<file path="config.mk">
export PLATFORM = sky130hd
export DESIGN_NAME = pixel_axis_bridge
export DESIGN_NICKNAME = d
export VERILOG_FILES = /design/src/rtl/pixel_axis_bridge.sv
export SDC_FILE = /design/constraint.sdc
export NUM_CORES = 1
export LEC_CHECK = 0
export CAP_MARGIN = 20
export CORE_UTILIZATION = 45
export CTS_BUF_LIST = sky130_fd_sc_hd__clkbuf_16
export CTS_CLUSTER_DIAMETER = 50
export DETAILED_ROUTE_END_ITERATION = 6
export GPL_TIMING_DRIVEN = 0
export HOLD_SLACK_MARGIN = 0.12
export SETUP_SLACK_MARGIN = 0.1
export SKIP_CTS_REPAIR_TIMING = 1
export SLEW_MARGIN = 20
export SYNTH_ARGS = -nofsm -noshare
export SYNTH_HDL_FRONTEND = slang
export SYNTH_SLANG_ARGS = --single-unit
</file>
<file path="constraint.sdc">
create_clock -name clk -period 5.36 [get_ports clk]
set_input_delay 1.34 -clock clk [delete_from_list [all_inputs] [get_ports clk]]
set_output_delay 1.34 -clock clk [all_outputs]
set_load 0.005 [all_outputs]
</file>
<file path="src/rtl/pixel_axis_bridge.sv">
// Purpose: buffers the ray-marcher's shaded pixel stream and re-emits it as an AXI4-Stream video master
//          (tuser = start of frame, tlast = end of line), tracking raster position to flag malformed frames.
// Latency: a pixel accepted into an empty bridge shows m_axis_tvalid after the following edge; 1 pixel/clk sustained.
// Backpressure: pix_ready is registered and drops once the FIFO plus the output register are full; no data is dropped.
//
// Optional feature macro: PIXEL_AXIS_REGEN_MARKERS_EN
//   defined   - tuser/tlast are regenerated from the tracker position at accept time (output framing always legal)
//   undefined - upstream pix_sof/pix_eol are stored in the FIFO and passed through unchanged
//
// Ports:
//   clk, rst                 clock, asynchronous active-low reset
//   pix_data/valid/sof/eol   shaded pixel stream from the marcher
//   pix_ready                back-pressure to the marcher
//   m_axis_*                 AXI4-Stream video master (tdata, tvalid, tready, tuser, tlast)
//   err_clr                  synchronous clear of sticky error flags
//   err_sof, err_eol         sticky framing errors
//   frame_done               one-cycle pulse after the last pixel of a frame is accepted
module pixel_axis_bridge #(
    parameter int WIDTH  = 640,
    parameter int HEIGHT = 480,
    parameter int DEPTH  = 16
) (
    input  logic        clk,
    input  logic        rst,
    input  logic [23:0] pix_data,
    input  logic        pix_valid,
    input  logic        pix_sof,
    input  logic        pix_eol,
    output logic        pix_ready,
    output logic [23:0] m_axis_tdata,
    output logic        m_axis_tvalid,
    input  logic        m_axis_tready,
    output logic        m_axis_tuser,
    output logic        m_axis_tlast,
    input  logic        err_clr,
    output logic        err_sof,
    output logic        err_eol,
    output logic        frame_done
);

    localparam int AW = $clog2(DEPTH);
    localparam int PW = AW + 1;
    localparam int XW = (WIDTH  > 1) ? $clog2(WIDTH)  : 1;
    localparam int YW = (HEIGHT > 1) ? $clog2(HEIGHT) : 1;

    localparam logic [XW-1:0] X_LAST   = XW'(WIDTH - 1);
    localparam logic [YW-1:0] Y_LAST   = YW'(HEIGHT - 1);
    localparam logic [PW-1:0] CNT_LAST = PW'(DEPTH - 1);

    // FIFO storage: {sof, eol, data}
    logic [25:0]   mem [DEPTH];
    logic [PW-1:0] wr_ptr;
    logic [PW-1:0] rd_ptr;
    logic [PW-1:0] count;
    logic          fifo_empty;
    logic          push;
    logic          pop;
    logic [25:0]   wr_dat;

    // raster tracker
    logic [XW-1:0] x;
    logic [XW-1:0] x_nxt;
    logic [YW-1:0] y;
    logic [YW-1:0] y_nxt;
    logic          new_sof_err;
    logic          new_eol_err;
    logic          frame_end;

    // the extra pointer bit makes wr_ptr - rd_ptr the exact occupancy, 0..DEPTH
    assign count      = wr_ptr - rd_ptr;
    assign fifo_empty = (count == '0);
    assign push       = pix_valid & pix_ready;
    // refill the output register when it is empty or being consumed this cycle
    assign pop        = !fifo_empty && (!m_axis_tvalid || m_axis_tready);

`ifdef PIXEL_AXIS_REGEN_MARKERS_EN
    assign wr_dat = {(x == '0) && (y == '0), (x == X_LAST), pix_data};
`else
    assign wr_dat = {pix_sof, pix_eol, pix_data};
`endif

    always_ff @(posedge clk) begin
        if (push) begin
            mem[wr_ptr[AW-1:0]] <= wr_dat;
        end
    end

    always_ff @(posedge clk or negedge rst) begin
        if (!rst) begin
            wr_ptr    <= '0;
            rd_ptr    <= '0;
            pix_ready <= 1'b0;
        end else begin
            if (push) begin
                wr_ptr <= wr_ptr + PW'(1);
            end
            if (pop) begin
                rd_ptr <= rd_ptr + PW'(1);
            end
            // Ignores a same-cycle pop on purpose: conservative, so a write can never land on a full FIFO.
            pix_ready <= (count < CNT_LAST) || ((count == CNT_LAST) && !push);
        end
    end

    // output register: one word beyond the FIFO, held stable while stalled
    always_ff @(posedge clk or negedge rst) begin
        if (!rst) begin
            m_axis_tvalid <= 1'b0;
            m_axis_tdata  <= '0;
            m_axis_tuser  <= 1'b0;
            m_axis_tlast  <= 1'b0;
        end else if (pop) begin
            m_axis_tvalid <= 1'b1;
            {m_axis_tuser, m_axis_tlast, m_axis_tdata} <= mem[rd_ptr[AW-1:0]];
        end else if (m_axis_tready) begin
            m_axis_tvalid <= 1'b0;
        end
    end

    // Position update for each accepted pixel. sof always resyncs to (1,0) after the
    // check; a line end is either an explicit eol or an implied one at the last column.
    always_comb begin
        x_nxt       = x;
        y_nxt       = y;
        new_sof_err = 1'b0;
        new_eol_err = 1'b0;
        frame_end   = 1'b0;
        if (push) begin
            if (pix_sof) begin
                new_sof_err = (x != '0) || (y != '0);
                x_nxt       = XW'(1);
                y_nxt       = '0;
            end else if (pix_eol || (x == X_LAST)) begin
                // flags both an early eol and a missing eol at the last column
                new_eol_err = !(pix_eol && (x == X_LAST));
                x_nxt       = '0;
                if (y == Y_LAST) begin
                    y_nxt     = '0;
                    frame_end = 1'b1;
                end else begin
                    y_nxt = y + YW'(1);
                end
            end else begin
                x_nxt = x + XW'(1);
            end
        end
    end

    always_ff @(posedge clk or negedge rst) begin
        if (!rst) begin
            x          <= '0;
            y          <= '0;
            frame_done <= 1'b0;
            err_sof    <= 1'b0;
            err_eol    <= 1'b0;
        end else begin
            x          <= x_nxt;
            y          <= y_nxt;
            frame_done <= frame_end;
            // a fresh error in the clearing cycle keeps the flag set
            err_sof    <= (err_sof & !err_clr) | new_sof_err;
            err_eol    <= (err_eol & !err_clr) | new_eol_err;
        end
    end

endmodule

</file>
# == Word level (Yosys, flattened, before mapping) ==
# Memories as Yosys holds them, arrays and structs flattened. A register that Yosys moved wholly into a read port is not among the register bits.
# Cells that the tools add are included.
# op_classes
addsub,5
magnitude_cmp,1
n_eq_ne,3
muxes,18
bitwise,5
reduce_logical,19
# op_table
cell,count
2-to-1 mux 9 bit,3
2-to-1 mux 10 bit,2
2-to-1 mux 1 bit,13
adder 10 x 1 -> 10 bit (second input constant),1
adder 5 x 1 -> 5 bit (second input constant),2
equality test 10 bit (second input constant),1
nonzero test 10 bit,1
adder 9 x 1 -> 9 bit (second input constant),1
equality test 9 bit (second input constant),1
nonzero test 9 bit,1
logical NOT 1 bit,6
equality test 5 x 4 -> 1 bit (second input constant),1
logical NOT 5 bit,1
< comparator 5 x 4 -> 1 bit (second input constant),1
subtractor 5 bit,1
logical OR 1 bit,4
nonzero test 2 bit,2
bitwise AND 1 bit,3
logical AND 1 bit,3
OR 1 bit,2
AND reduction 2 bit,1
# totals
register_bits,34
mem_bits_rw,416
inputBits,31
out_inout_bits,31
wordCells,61
n_memories,1
# mem_list
memory,depth,word_bits,read_ports,rd_ports_with_merged_regs,write_ports,line,text
mem,16,26,1,1,1,51,logic [25:0] mem [DEPTH];

# == Depth between registers and ports, before layout ==
# logic_depth
depth_word,7
depth_mapped,11
mapped_depth_nobuf,10

# == Least setup slack after synthesis ==
# OpenSTA, ideal clock, no wires.
# synth_path
path_kind,reg-to-reg
startpoint,reg rd_ptr[1]
endpoint,reg m_axis_tdata[11] (read register of mem)
setup_time_ns,0.125
arrival_ns,2.981
t_required_ns,5.235
path_slack_ns,2.254
path_stages_with_launch,12
path_cell_list,dfrtp_1 > buf_2 > buf_2 > buf_1 > inv_1 > fa_1 > xor2_1 > nor3b_1 > o221ai_1 > nand2_1 > buf_2 > mux2_2
# synth_between
elab_chain_len,4
# synth_lines
element,line,text
start: declaration,53,logic [PW-1:0] rd_ptr;
start signal: assignment,98,rd_ptr <= rd_ptr + PW'(1);
subtractor 5 bit,70,assign count = wr_ptr - rd_ptr;
logical NOT 5 bit,71,assign fifo_empty = (count == '0);
logical NOT 1 bit,74,assign pop = !fifo_empty && (!m_axis_tvalid || m_axis_tready);
logical AND 1 bit,74,
end: declaration,30,"output logic [23:0] m_axis_tdata,"
# Several ways; a longest one is shown, not always the timed one.
# A chain may end at the register's enable or synchronous reset.

# == Worst setup path after layout ==
# layout_path
startpoint,reg rd_ptr[1]
endpoint,reg m_axis_tdata[3] (read register of mem)
# The elaborated chain is that of the path after synthesis.

==> results by group <==
Worst setup path
  – Crit-path slowest cell: buf_1
  – Worst-path fanout max: 10
  – Reg2reg path depth: 11
  – Crit path to: m_axis_tdata[3]$_DFFE_PN0P_
  – Reg-to-reg slack, setup: 0.87 ns
  – CP delay by family, top: buffers and inverters
  – Worst Path Required: 5.82 ns
  – Critical path launch point: rd_ptr[1]$_DFFE_PN0P_
  – Reg2reg start: rd_ptr[1]$_DFFE_PN0P_
  – Worst path depth: 11
  – Slowest Stage Delay on Critical Path: 0.64 ns
  – Most frequent CP cell: buf_2
  – CP startpoint kind: flop
  – RR Endpoint: m_axis_tdata[3]$_DFFE_PN0P_
  – Crit. End Element: flop
  – WP buf/inv: 5
  – CP Cell Sequence: buf_2 > buf_2 > buf_1 > inv_1 > fa_1 > xor2_1 > nor3b_1 > o221ai_1 > nand2_1 > buf_2 > mux2_2
  – Worst EP arrival: 4.95 ns
  – Worst setup path class: reg -> reg

Yosys
  – Post-synthesis cell area: 0.0185 mm2
  – Top post-synthesis cells by area: edfxtp_1 67%, mux4_2 16%, dfrtp_1 8.1%
  – Syn Area/Cell: 22.1 um2
  – Net count after synthesis: slightly below 900
  – Post-synth top area share: 67.4%
  – YS warnings: 0
  – Area leader, netlist: edfxtp_1
  – Register area share after synthesis: between 70 and 80%
  – Post-synthesis instance total: 839
  – Post-synth EDFFs: between 400 and 500
  – Most used DFF post-synth: edfxtp_1
  – Synth cell types: 41
  – Async SR Flop Fraction: ~13%
  – Flop and latch count out of synthesis: 476

Floorplan
  – Die ar.: about 0.042 mm2
  – I/O pins: just over 60
  – Die X: 205 um
  – Cell Rows: 73
  – Die Ht: 205 um
  – Starting density of the core: 46.1%
  – Core box area: roughly 0.04 mm2

Clock tree
  – CTS tree: done
  – Clk sinks: 476
  – Reg clk slew, reported paths: 0.06 ns
  – Clock tree buffer depth: 3
  – Cts bufs inserted: between 50 and 60
  – H-tree Lvls: 2
  – Root Driver: clkbuf_16
  – Worst-Skew Late Latency: 0.59 ns

GRT
  – GRT Util Overall: 21.0%
  – First-pass GRT wire length: ~62 mm
  – Number of global-route vias before repair: 9,195
  – GRT overflow: 0
  – Initial antenna violation count: 0
  – Largest net degree at the start of global routing: 35

STA
  – TNS Setup: 0 ns
  – Final setup vio count: 0
  – Period utilization: between 80% and 90%
  – Final hold vios: 0
  – Final Critical Period: approximately 4.5 ns
  – Worst Max-Slew Pin Slew: 1.13 ns
  – Skew final: 0.0161 ns
  – Max Freq: roughly 220 MHz
  – Max Slew Vio Count: 0
  – RSZ-0062 raised after global routing: false
  – Rel. slew slack: between 20% and 30%

Layout
  – Nets: about 1,000
  – Area growth, synth to finish: 18.2%
  – Register area: 0.0140 mm2
  – Area of the multi-input gates: 0.00430 mm2
  – Fillers: 3,070
  – Antenna diodes: 0
  – Layout cells sized above 1: around 28%

Detailed routing
  – Vias per cell: 5.67
  – Final ANT Viol Nets: 0
  – Iter 0 DRT Violations: 809
  – DRC viols: 0
  – DRT Pass-1 Iters: 5
  – WL final: about 42 mm
  – WL/cell: 27.0 um
  – Via count: 8,721

Job
  – Max-cap violations: 0

Power and ir drop
  – Power density over the cells: roughly 520 mW/mm2
  – VDD IR-drop max: about 0.3 mV
  – Leak: 7.32 nW
  – Final total power: 11.4 mW

Place
  – HPWL Detailed: 25.2 mm
  – Port Buf Inserts: 61
  – Routability congestion estimate: 0.763

Outcome
  – Outcome: finished, final reports clean

Min path
  – Hold/Removal Path Class: reg -> reg
-- how the worst min path moves through the flow --
stage                     startpoint               endpoint  slack (ns)  cells past startpoint
5_1_grt        wr_ptr[4]$_DFFE_PN0P_  wr_ptr[4]$_DFFE_PN0P_        0.52                      1
3_3_place_gp   wr_ptr[4]$_DFFE_PN0P_  wr_ptr[4]$_DFFE_PN0P_        0.48                      1
4_1_cts        wr_ptr[4]$_DFFE_PN0P_  wr_ptr[4]$_DFFE_PN0P_        0.49                      1
3_5_place_dp   wr_ptr[4]$_DFFE_PN0P_  wr_ptr[4]$_DFFE_PN0P_        0.48                      1
6_report       wr_ptr[4]$_DFFE_PN0P_  wr_ptr[4]$_DFFE_PN0P_        0.49                      1
2_1_floorplan  wr_ptr[4]$_DFFE_PN0P_  wr_ptr[4]$_DFFE_PN0P_        0.46                      1
-- logic make-up after synthesis --
group / after synthesis / share of synthesized area (%)
AO/OA/AOI/OAI: 26 / 0.850
XOR/XNOR: 21 / 0.992
multiplexers: 157 / 17.4
adder cells (fa/ha/maj): 15 / 1.05
flip-flops: 476 / 75.5
buffers and inverters: 48 / 1.44
AND/OR/NAND/NOR: 96 / 2.77
-- metrics by stage --
step,instances,hold WS [ns],area (um2),utilization (%),worst slack [ns]
finish,1538,0.489,21900,54.5,0.872
global route,1538,0.516,21900,54.5,0.604
CTS,1538,0.492,21900,54.5,0.853
detailed placement,1442,0.480,20200,50.3,0.905
global placement,1425,0.476,19800,49.3,0.346
floorplan,839,0.461,18500,-,2.25
-- flip-flops by register name, summed over array words and instances, names as in the netlist --
signal         cells
mem              416
m_axis_tdata      24
x                 10
y                  9
rd_ptr             5
wr_ptr             5
err_eol            1
err_sof            1
frame_done         1
m_axis_tlast       1
m_axis_tuser       1
m_axis_tvalid      1
pix_ready          1
-- per-layer routing --
layer	vias to the layer above	wire length (um)	GRT usage, %	share of wire (%)
met1	4650	18500	30.5	44
met3	66	2070	3.12	5.0
met2	246	20200	33.2	48
met5	-	0	0	0
li1	3759	-	-	-
met4	0	878	6.24	2.1
-- final cells by class --
cell class	count	share of cell area (%)
plain buffers	34	0.993
clock buffers	53	6.05
clock inverters	43	1.76
inverters	14	0.240
multi-input cells	315	19.6
flip-flops and latches	476	63.8
well taps	525	3.00
repair buffers	78	4.50
-- synthesized netlist by cell type, types with 13 or more instances --
cell      count
and2_1       14
clkbuf_1     15
dfrtp_1      60
edfxtp_1    416
ha_1         14
inv_1        13
mux2_2       27
mux4_2      130
nand2_1      17
nor2_1       15
xor2_1       13
-- cell usage in the layout (no fill, tap or decap), types with 2 or more instances in the layout --
master           count
edfxtp_1           416
nor3b_1              2
clkbuf_16           53
buf_6                2
xnor2_1              8
a21oi_1             10
clkinv_1             9
and2_2              12
nand4_1             10
buf_16               5
dfrtp_1             60
nor3_1               3
nand3_1             10
a32o_1               2
o21ai_0              8
clkdlybuf4s50_1     60
buf_12              15
xor2_1              13
inv_6                3
and3_1               6
and3_2               4
inv_1               24
nor4_1               5
mux2_2              27
nor2_1              15
nand2_1             17
clkinv_2            10
clkinv_4             2
nand2b_1             2
ha_1                14
mux4_2             130
buf_2               12
clkbuf_1            15
or3_1                3
and2_1               2
bufinv_16            7
-- power by group --
group | internal, mW | switching, mW
combinational | 1.72 | 1.57
sequential | 4.40 | 0.174
clock | 2.13 | 1.44
-- worst register-to-register path: stages, from the launching register on --
cell	delay (ns)
dfrtp_1	0.35
buf_2	0.21
buf_2	0.35
buf_1	0.65
inv_1	0.19
fa_1	0.47
xor2_1	0.19
nor3b_1	0.22
o221ai_1	0.29
nand2_1	0.57
buf_2	0.48
mux2_2	0.40
Note: power is estimated with default switching activity, not from simulation.
